File: src/rtl/time_set_ctrl.sv
// time_set_ctrl: front-panel time-setting controller.
// Debounces the mode and increment buttons, then walks an edit sequence
// (hours, then minutes, then commit). The edited BCD digits and a one-cycle
// load strobe go to the watch counter. Field-select and blink flags let the
// display flash the field being edited.
//
// state     | meaning
// ----------+-------------------------------------------------------------
// IDLE      | not editing; a mode press captures *_now and starts editing
// EDIT_HOUR | inc advances hours 00..23; mode moves on to minutes
// EDIT_MIN  | inc advances minutes 00..59; mode moves on to commit
// COMMIT    | load high for one cycle, then back to IDLE
//
// Ports:
//   clk, rst                     clock, async active-high reset
//   btn_mode, btn_inc            raw asynchronous push-buttons
//   hourdec_now..minone_now      current time from the watch (BCD)
//   hourdec_set..minone_set      edited time (BCD)
//   load                         one-cycle strobe to copy *_set
//   edit_hour, edit_min          field being edited
//   blink                        display blink phase while editing
module time_set_ctrl #(
  parameter int DEB_CNT   = 16,
  parameter int TIMEOUT   = 1000000,
  parameter int BLINK_CNT = 50000
) (
  input  logic       clk,
  input  logic       rst,
  input  logic       btn_mode,
  input  logic       btn_inc,
  input  logic [3:0] hourdec_now,
  input  logic [3:0] hourone_now,
  input  logic [3:0] mindec_now,
  input  logic [3:0] minone_now,
  output logic [3:0] hourdec_set,
  output logic [3:0] hourone_set,
  output logic [3:0] mindec_set,
  output logic [3:0] minone_set,
  output logic       load,
  output logic       edit_hour,
  output logic       edit_min,
  output logic       blink
);

  localparam int DW = $clog2(DEB_CNT + 1);
  localparam int TW = $clog2(TIMEOUT + 1);
  localparam int BW = $clog2(BLINK_CNT + 1);

  typedef enum logic [1:0] {IDLE, EDIT_HOUR, EDIT_MIN, COMMIT} state_t;

  // Button index 0 = mode, 1 = inc.
  logic [1:0]    raw;
  logic [1:0]    sync1, sync2, deb, press;
  logic [DW-1:0] deb_cnt [2];
  logic          mode_ev, inc_ev;

  state_t        state;
  logic [TW-1:0] tmo_cnt;
  logic [BW-1:0] blink_cnt;

  assign raw     = {btn_inc, btn_mode};
  assign mode_ev = press[0];
  assign inc_ev  = press[1];

  // The press pulse is raised on the same edge the debounced level rises,
  // so press-to-event latency is two sync stages plus DEB_CNT.
  always_ff @(posedge clk or posedge rst) begin
    if (rst) begin
      sync1 <= '0;
      sync2 <= '0;
      deb   <= '0;
      press <= '0;
      for (int i = 0; i < 2; i++) deb_cnt[i] <= '0;
    end else begin
      sync1 <= raw;
      sync2 <= sync1;
      for (int i = 0; i < 2; i++) begin
        press[i] <= 1'b0;
        if (sync2[i] != deb[i]) begin
          if (deb_cnt[i] == DW'(DEB_CNT - 1)) begin
            deb[i]     <= sync2[i];
            deb_cnt[i] <= '0;
            press[i]   <= sync2[i];
          end else begin
            deb_cnt[i] <= deb_cnt[i] + 1'b1;
          end
        end else begin
          deb_cnt[i] <= '0;
        end
      end
    end
  end

  // Any out-of-range value (including a digit above 9) wraps to 00.
  function automatic logic [7:0] hour_next(input logic [3:0] t, input logic [3:0] u);
    if (t > 4'd2 || u > 4'd9 || (t == 4'd2 && u >= 4'd3)) return 8'h00;
    else if (u == 4'd9) return {t + 4'd1, 4'd0};
    else return {t, u + 4'd1};
  endfunction

  function automatic logic [7:0] min_next(input logic [3:0] t, input logic [3:0] u);
    if (t > 4'd5 || u > 4'd9 || (t == 4'd5 && u == 4'd9)) return 8'h00;
    else if (u == 4'd9) return {t + 4'd1, 4'd0};
    else return {t, u + 4'd1};
  endfunction

  always_ff @(posedge clk or posedge rst) begin
    if (rst) begin
      state       <= IDLE;
      hourdec_set <= '0;
      hourone_set <= '0;
      mindec_set  <= '0;
      minone_set  <= '0;
      load        <= 1'b0;
      edit_hour   <= 1'b0;
      edit_min    <= 1'b0;
      blink       <= 1'b0;
      tmo_cnt     <= '0;
      blink_cnt   <= '0;
    end else begin
      load <= 1'b0;
      case (state)
        IDLE: begin
          blink     <= 1'b0;
          blink_cnt <= '0;
          tmo_cnt   <= '0;
          if (mode_ev) begin
            hourdec_set <= hourdec_now;
            hourone_set <= hourone_now;
            mindec_set  <= mindec_now;
            minone_set  <= minone_now;
            edit_hour   <= 1'b1;
            tmo_cnt     <= TW'(TIMEOUT - 1);
            blink_cnt   <= BW'(BLINK_CNT - 1);
            state       <= EDIT_HOUR;
          end
        end
        EDIT_HOUR, EDIT_MIN: begin
          // Blink runs continuously across both edit fields.
          if (blink_cnt == '0) begin
            blink     <= ~blink;
            blink_cnt <= BW'(BLINK_CNT - 1);
          end else begin
            blink_cnt <= blink_cnt - 1'b1;
          end
          // Mode takes priority; a simultaneous inc is dropped.
          if (mode_ev) begin
            tmo_cnt <= TW'(TIMEOUT - 1);
            if (state == EDIT_HOUR) begin
              edit_hour <= 1'b0;
              edit_min  <= 1'b1;
              state     <= EDIT_MIN;
            end else begin
              edit_min  <= 1'b0;
              load      <= 1'b1;
              blink     <= 1'b0;
              blink_cnt <= '0;
              state     <= COMMIT;
            end
          end else if (inc_ev) begin
            tmo_cnt <= TW'(TIMEOUT - 1);
            if (state == EDIT_HOUR)
              {hourdec_set, hourone_set} <= hour_next(hourdec_set, hourone_set);
            else
              {mindec_set, minone_set} <= min_next(mindec_set, minone_set);
          end else if (tmo_cnt == '0) begin
            edit_hour <= 1'b0;
            edit_min  <= 1'b0;
            blink     <= 1'b0;
            blink_cnt <= '0;
            state     <= IDLE;
          end else begin
            tmo_cnt <= tmo_cnt - 1'b1;
          end
        end
        COMMIT: begin
          blink     <= 1'b0;
          blink_cnt <= '0;
          tmo_cnt   <= '0;
          state     <= IDLE;
        end
        default: state <= IDLE;
      endcase
    end
  end

endmodule

File: config.mk
export PLATFORM = sky130hd
export DESIGN_NAME = time_set_ctrl
export DESIGN_NICKNAME = d
export VERILOG_FILES = /design/src/rtl/time_set_ctrl.sv
export SDC_FILE = /design/constraint.sdc
export NUM_CORES = 1
export LEC_CHECK = 0
export CORE_ASPECT_RATIO = 0.9
export CORE_UTILIZATION = 28
export DETAILED_ROUTE_END_ITERATION = 16
export GPL_TIMING_DRIVEN = 0
export MAX_ROUTING_LAYER = met4
export PLACE_DENSITY_LB_ADDON = 0.3
export SLEW_MARGIN = 20
export SYNTH_ARGS = -nofsm -noshare
export SYNTH_HDL_FRONTEND = slang
export SYNTH_SLANG_ARGS = --single-unit
export TNS_END_PERCENT = 30
File: constraint.sdc
create_clock -name clk -period 3.4 [get_ports clk]
set_input_delay 0.68 -clock clk [delete_from_list [all_inputs] [get_ports clk]]
set_output_delay 0.68 -clock clk [all_outputs]
set_load 0.05 [all_outputs]
# Word-level counts from Yosys, hierarchy flattened
# Index checks and enable logic that the tools add are counted.
# classes
div	0
bitwise_logic	1
multipliers	0
n_reduce_logical	22
n_eq_ne	23
n_addsub	8
shift	0
n_mux	67
magnitude_cmp	5
# ops
cell	count
16-bit 2-to-1 mux	6
20-bit 2-to-1 mux	4
4-bit 2-to-1 mux	16
20-bit one-hot mux with 3 select lines	1
16-bit one-hot mux with 3 select lines	1
8-bit 2-to-1 mux	4
4-bit one-hot mux with 2 select lines	4
20-bit logical NOT	1
1-bit 2-to-1 mux	20
5-bit 2-to-1 mux	4
20-bit by 1-bit subtractor with 20-bit output (second input constant)	1
4-bit by 1-bit adder with 4-bit output (second input constant)	4
16-bit logical NOT	1
16-bit by 1-bit subtractor with 16-bit output (second input constant)	1
3-bit inequality test (second input constant)	5
5-bit AND reduction	3
2-bit inequality test (second input constant)	6
6-bit AND reduction	2
5-bit by 1-bit adder with 5-bit output (second input constant)	2
5-bit by 4-bit == test with 1-bit output (second input constant)	2
4-bit == test (second input constant)	2
4-bit > comparator (second input constant)	2
2-bit 2-to-1 mux	4
2-bit one-hot mux with 3 select lines	1
other kinds (18)	29
# word_totals
ramBits	0
reg_bits	76
elab_cells	144
output_inout_bits	20
mem_count	0
inputBits	20
latchBits	0
mem_bits_ro	0

# Logic depth before layout (Yosys ltp)
# Gate-level depths: netlist of the first run.
# logic_depth
ltp_word	8
ltp_mapped	9
mapped_depth_nobuf	7

# Least setup slack after synthesis of the first run
# Ideal clock, no wire load.
# synth_timing
kind	register -> register
from	reg tmo_cnt[0]
to	reg tmo_cnt[2]
required_ps	3279
path_slack_ps	932
stages_incl_launch_ff	10
setup_ps	121
arrival_time_ps	2347
path_cell_list	dfrtp_1 inv_1 ha_1 or4b_1 or4_1 buf_2 or3_1 buf_2 o21a_1 o22a_1
# synth_between
elab_chain_len	5
# synth_lines
element	line_no	text
start, declared	58	logic [TW-1:0] tmo_cnt;
start signal, assigned	133	tmo_cnt <= TW'(TIMEOUT - 1);
start signal, assigned	148	tmo_cnt <= TW'(TIMEOUT - 1);
start signal, assigned	161	tmo_cnt <= TW'(TIMEOUT - 1);
20-bit by 1-bit subtractor with 20-bit output	173	tmo_cnt <= tmo_cnt - 1'b1;
20-bit 2-to-1 mux	166	end else if (tmo_cnt == '0) begin
20-bit 2-to-1 mux	160	end else if (inc_ev) begin
20-bit 2-to-1 mux	147	if (mode_ev) begin
20-bit one-hot mux with 3 select lines	122	case (state)
# Several ways; a longest one is shown, not always the timed one. The select of a mux whose other input is x is not followed.
# A chain may end at the register's enable or synchronous reset.

# Worst setup path in the final report of the first run
# layout_timing
from	reg tmo_cnt[0]
to	reg blink_cnt[0]
# layout_between
elab_chain_len	5
# layout_lines
element	line_no	text
20-bit logical NOT	166	
16-bit 2-to-1 mux	166	
16-bit 2-to-1 mux	160	
16-bit 2-to-1 mux	147	
16-bit one-hot mux with 3 select lines	122	
end signal, assigned	134	blink_cnt <= BW'(BLINK_CNT - 1);
end signal, assigned	142	blink_cnt <= BW'(BLINK_CNT - 1);
end signal, assigned	144	blink_cnt <= blink_cnt - 1'b1;
end, declared	59	logic [BW-1:0] blink_cnt;
# No other way between the ends.

==> results.md, run 1 <==
- Hpwl dp: ~6700 um
- MaxCap Viol Count: 0
- Final Cycle Share: 0.8141
- Syn nets: 489
- Post-synth EDFFs: 0
- Mapped Avg Cell Area: 9.060 um2
- Final Wtd Congestion: between 0.7 and 0.8
- Setup CP Type: flop to flop
- Final setup viols: 0
- LEAKAGE: 0.002317 uW
- First-pass GRT wire length: 16080 um
- Final WL: between 9000 and 10000 um
- WHS Path Cells: 0
- Relative slew margins: 0.3469
- Synth Cell Area: between 4000 and 5000 um2
- Reg2Reg Setup Slack: about 0.63 ns
- Worst Path Required: between 3 and 4 ns
- Antenna diode instance count: 0
- Arrival time at the worst endpoint: 2.97 ns
- Fin crit period: between 2 and 3 ns
- Area Growth Syn to Fin: 22.96%
- Vias: 3483
- Count of cell types in the netlist: between 50 and 60
- Unrepaired setup endpoints after global routing: false
- Die H: ~120 um
- Number of fill cells: between 1000 and 1500
- Ys flop type: dfrtp_1
- Worst Clk Skew: ~0.0088 ns
- CTS tree: built
- Register bit count reported by yosys: 76
- Placement Setup Slack: 0.6578 ns
- Hold buffer count at CTS: 0
- CTS Buffer Depth: 2
- CP Max Fanout: 10
- Overflow after GRT: 0
- I/O Buffers: 39
- Synth async-reset ratio: 1.000
- Final hold vios: 0
- Num ports: 40
- Clock Sinks: 76
- Worst VDD drop: between 0.2 and 0.3 mV
- Layout Nets: 540
- GRT Util Overall: 0.1368
- Hold Crit Start: sync1[0]
- CP Launch Type: flop
- Vias/cell: ~4.9
- Initial antenna violation count: 0
- Setup TNS Final: 0 ns
- Largest net degree at the start of global routing: between 50 and 60
- Root Driver: clkbuf_16
- Die Span X: between 100 and 150 um
- PnR worst setup slack: approximately 0.63 ns
- Outcome: complete, no violations
- H-tree levels: 3
- Sequential area share after synthesis: 0.4603
- R2r endpoint: blink_cnt[0]
- First-pass DRT Iterations: 4
- Core area: 14210 um2
- Post-CTS setup buffer count: 0
- Layout cells sized above 1: 0.06445
- Hold Crit Endpoint: sync2[0]
- CTS Buf Count: 9
- Worst Tran Pin Value: 0.9707 ns
- Clock Latency Late Sink: roughly 0.34 ns
- DR WL/cell: approximately 13 um
- Post-CTS sizing: 0
- Total die area: ~15000 um2
- F_max: about 360 MHz
- Post-synthesis cell count: 456
- Power Density: ~380 nW/um2
- Reg2reg start: tmo_cnt[0]
- Worst-path clk slew: 0.07 ns
- Post-DRT Antenna Nets: 0
- HP Class: flop to flop
- Max-slew violations: 0
- DR DRC count: 0
- Reg2Reg Depth: 9
- DRT iter0 DRCs: 215
- Initial core utilization: 0.2907
- Cell Rows: a little over 40
- Vias in the first global route: between 3000 and 4000
- Yosys warns: 0
- Critical path endpoint category: flop
report_power, final:
part | internal [uW] | total, uW | switching [uW]
sequential | 913 | 921 | 7.54
combinational | 35.5 | 71.4 | 36.0
clock | 511 | 922 | 411
how the worst max path moves through the flow:
stage | from | endpoint | cells past startpoint
4_1_cts | tmo_cnt[0] | blink_cnt[0] | 9
6_report | tmo_cnt[0] | blink_cnt[0] | 9
2_1_floorplan | rst | blink | 1
3_5_place_dp | tmo_cnt[0] | blink_cnt[0] | 9
3_3_place_gp | rst | blink_cnt[12] | 2
5_1_grt | tmo_cnt[0] | blink_cnt[14] | 8
cell families after synthesis:
family,after synthesis,synth area share
simple gates,182,0.2329
compound gates,121,0.1735
flops,76,0.4603
buf+inv,38,0.03604
xor+xnor,20,0.04240
fa+ha+maj,13,0.03937
mux,6,0.01544
Yosys cell counts, drive strengths merged, types with 3 or more instances:
library cell | n | share of area
o21ai | 37 | 0.045
a211oi | 3 | 0.0055
nand4 | 3 | 0.0045
nor3b | 6 | 0.011
nor4 | 7 | 0.011
and2 | 4 | 0.0061
and3 | 6 | 0.0091
xnor2 | 13 | 0.028
nand2 | 32 | 0.029
inv | 21 | 0.019
a31oi | 6 | 0.0091
dfrtp | 76 | 0.46
nand3 | 11 | 0.013
ha | 13 | 0.039
xor2 | 7 | 0.015
nor2 | 46 | 0.042
o31ai | 5 | 0.0091
nor2b | 8 | 0.012
buf | 6 | 0.0070
nor3 | 19 | 0.023
clkbuf | 10 | 0.0091
or4 | 8 | 0.015
mux2 | 3 | 0.0082
o21a | 5 | 0.0091
a21oi | 44 | 0.053
a21o | 3 | 0.0055
nand2b | 11 | 0.017
mux2i | 3 | 0.0073
or3 | 8 | 0.012
state kept, by name (all words and copies together) (netlist names), 2 cells and up:
register / count
blink_cnt: 16
deb: 2
deb_cnt: 10
hourdec_set: 4
hourone_set: 4
mindec_set: 4
minone_set: 4
press: 2
state: 2
sync1: 2
sync2: 2
tmo_cnt: 20
layout make-up:
cell class / instances / area, um2 / share of cell area
Clock buffer: 9 / 225.2 / 0.04433
Buffer: 16 / 66.31 / 0.01305
Timing Repair Buffer: 40 / 417.9 / 0.08227
Multi-Input combinational cell: 342 / 2081 / 0.4096
Clock inverter: 7 / 61.31 / 0.01207
Tap cell: 193 / 241.5 / 0.04754
Inverter: 22 / 85.08 / 0.01675
Sequential cell: 76 / 1902 / 0.3744
through the flow:
stage	hold WS, ns	total power [uW]	area, um2	utilization	instances
floorplan	0.3312	971.4	4131	-	456
global placement	0.3325	1005	4763	0.3352	688
detailed placement	0.3365	1011	4793	0.3373	689
CTS	0.3527	1949	5080	0.3575	705
global route	0.3662	1996	5080	0.3575	705
finish	0.3499	1914	5080	0.3575	705
metal layers:
layer / track usage / share of wire
met3: 0.03273 / 0.031
met5: - / 0
met1: 0.1786 / 0.50
met4: 0.03256 / 0.0073
met2: 0.2138 / 0.46
critical path, stage by stage (launching register included):
cell	delay (ns)
dfrtp_1	0.42
inv_1	0.11
ha_1	0.15
or4b_1	0.43
or4_1	0.50
buf_2	0.17
o31ai_1	0.41
buf_2	0.30
a21o_1	0.11
nand2_1	0.05
placed cells by master (no fill, tap or decap), drive strengths merged, types with 4 or more instances in the layout:
cell           count
or4                8
nor3b              6
o21a               5
xnor2             13
nor2b              8
clkdlybuf4s50     39
xor2               7
o21ai             37
nor2              46
dfrtp             76
clkbuf            19
nand2b            11
ha                13
buf                7
or3                8
inv               27
o31ai              5
and2               4
nand2             32
nand3             11
nor4               7
nor3              19
a21oi             44
and3               6
a31oi              6
Power figures use the tool's default switching activity.
==> run 2: changes to the inputs <==
clock period = 2.7 ns   (was 3.4 ns; I/O delays follow)
==> results.md, run 2 (synthesis gave the netlist of run 1 again) <==
- Vias in the first global route: 3367 (-0.059%)
- Largest register by flop count: tmo_cnt
- CTS Buf Count: 9 (unchanged)
- Initial core utilization: 0.2907 (unchanged)
- Final hold vios: 0 (unchanged)
- Root Driver: clkbuf_16
- Final WL: 9333 um (+0.73%)
- DR WL/cell: 13.20 um (+0.45%)
- Number of fill cells: 1448 (-0.34%)
- Cell Rows: 41 (unchanged)
- Vias/cell: 4.921 (-0.40%)
- Regs by FF count: tmo_cnt (20), blink_cnt (16), deb_cnt (10)
- Reg power frac: 0.481 (about the same)
- Antenna diode instance count: 0 (unchanged)
- Internal power: 1838 uW (+26%)
- Num ports: 40 (unchanged)
- Critical path's top delay family: simple AND/OR/NAND/NOR gates
- Layout cells sized above 1: 0.08171 (+0.01726)
- Commonest non-fill, non-tap cells in the layout: 76 x dfrtp_1, 46 x nor2_1, 44 x a21oi_1, 39 x clkdlybuf4s50_1, 36 x o21ai_0
- Grt met1 use: 0.1794 (+0.0008571)
- Setup CP Type: flop to flop
- Final hold slack: 0.3499 ns (-0.00002400 ns)
- CTS tree: built
- Total die area: 15250 um2 (unchanged)
- Power Density: 470.4 nW/um2 (+25%)
- Worst-path clk slew: 0.07 ns (about the same)
- Layout Nets: 542 (+0.37%)
- Post-DRT Antenna Nets: 0 (unchanged)
- Clock Latency Late Sink: 0.34 ns (about the same)
- Area Growth Syn to Fin: 24.11%
- Arrival time at the worst endpoint: 2.81 ns (-0.16 ns)
- Hold buffer count at CTS: 0 (unchanged)
- CTS Buffer Depth: 2 (unchanged)
- Vias: 3479 (-0.11%)
- Largest net degree at the start of global routing: 52 (unchanged)
- Overall power: 2412 uW (+26%)
- Core area: 14210 um2 (unchanged)
- LEAKAGE: 0.002332 uW (+0.67%)
- DR DRC count: 0 (unchanged)
- Sw Ratio: 0.2378 (+0.0004763)
- Critical path endpoint category: flop
- Outcome: complete, no violations
- F_max: 386.7 MHz (+7.0%)
- Final Cycle Share: 0.9577 (+0.1436)
- I/O Buffers: 39 (unchanged)
- Met3 track demand over resource: 0.03182 (-0.0009091)
- First-pass DRT Iterations: 5 (+1)
- Fin crit period: 2.586 ns (-0.1822 ns)
- Critical Path Max Stage Delay: 0.50 ns (about the same)
- Initial antenna violation count: 0 (unchanged)
- Overflow after GRT: 0 (unchanged)
- Unrepaired setup endpoints after global routing: false
- Worst Tran Pin Value: 0.9911 ns (+0.02033 ns)
- Comb power frac: 0.037 (about the same)
- MaxCap Viol Count: 0 (unchanged)
- Clock power share: 0.482 (about the same)
- Footprint of the multi-input gates: 2097 um2 (+0.78%)
- CP Launch Type: flop
- Max FFs per register: 20 (unchanged)
- First-pass GRT wire length: 16100 um (+0.12%)
- Die Span X: 130.0 um (unchanged)
- CP max stage cell: or4_1
- Relative slew margins: 0.3332 (-0.01368)
- H-tree levels: 3 (unchanged)
- Final Wtd Congestion: 0.7981 (unchanged)
- Worst VDD drop: 0.3494 mV (+26%)
- GRT Util Overall: 0.1369 (about the same)
- Die H: 117.2 um (unchanged)
- Hpwl dp: 6682 um (unchanged)
- Worst Clk Skew: 0.008682 ns (-0.0001082 ns)
- Reg area: 1902 um2 (unchanged)
- CP Max Fanout: 8 (-2)
- Clock Sinks: 76 (unchanged)
- CP Buf/Inv Count: 3 (unchanged)
- CP Cell Sequence: inv_2 -> ha_1 -> or4b_1 -> or4_1 -> buf_4 -> or3_1 -> buf_6 -> o21a_1 -> o22a_1
- Worst Path Required: 2.92 ns (-0.68 ns)
- Max-slew violations: 0 (unchanged)
- Switching pwr: 573.4 uW (+26%)
- Grt peak-use layer: met2
- HP Class: flop to flop
- Final setup viols: 0 (unchanged)
- Grt met2 use: 0.2142 (+0.0003546)
- Most common cell after layout, fill and taps aside: dfrtp_1
- DRT iter0 DRCs: 199 (-7.4%)
## run 2: cell types whose count changed in the layout (fill, tap and decap cells not counted), moves of 2 or more
cell,delta
inv_2,+2
buf_4,+4
buf_2,-3
inv_1,-2
## run 2: cell type report
cell class	count	area share
clock buffer	9	0.04392
buffer	16	0.01537
clock inverter	7	0.01196
sequential	76	0.3709
timing repair buffer	42	0.08443
multi-input combinational	342	0.4090
tap	193	0.04710
inverter	22	0.01733
## run 2: per-layer routing
layer / wire, um / share of wire
met5: 0 / 0
met4: 68 / 0.0073
met3: 268 / 0.029
met2: 4281 / 0.46
met1: 4714 / 0.51
## run 2: power by group through the flow
stage | combinational [uW] | clock [uW] | sequential, uW
after floorplan | 41.3 | 0 | 1180
after global placement | 85.8 | 0 | 1180
after detailed placement | 93.2 | 0 | 1180
after CTS | 93.8 | 1200 | 1160
after global routing | 104 | 1250 | 1160
final | 90.2 | 1160 | 1160
## run 2: final timing paths
| kind | end | startpoint | cells past startpoint | slack (ns) |
|---|---|---|---|---|
| max in group asynchronous | blink_cnt[4] | rst | 3 | 1.59 |
| setup reg to reg | tmo_cnt[2] | tmo_cnt[0] | 9 | 0.11 |
| setup / recovery | tmo_cnt[2] | tmo_cnt[0] | 9 | 0.11 |
| min in group asynchronous | deb_cnt[1] | rst | 2 | 0.53 |
| hold / removal | sync2[0] | sync1[0] | 0 | 0.35 |
| hold reg to reg | sync2[0] | sync1[0] | 0 | 0.35 |
## run 2: through the flow
stage	cells	setup WS [ns]	setup TNS (ns)	utilization	cell area (um2)
global route	707	0.002014	0	0.3608	5127
floorplan	456	0.2217	0	-	4131
CTS	705	0.03944	0	0.3578	5085
global placement	688	-1.159	-87.63	0.3352	4763
finish	707	0.1143	0	0.3608	5127
detailed placement	689	-0.04220	-0.1341	0.3373	4793
## run 2: what timing repair did
action,CTS,global route
buffers inserted,0,2
setup endpoints to repair,9,32
resized for setup,1,13
hold endpoints to repair,0,0
gates cloned,0,0
==> run 3: changes to the inputs <==
CTS_CLUSTER_SIZE = 16   (was unset)
==> results of run 3 <==
The final DEF is identical to that of run 2; final timing and power are the same.
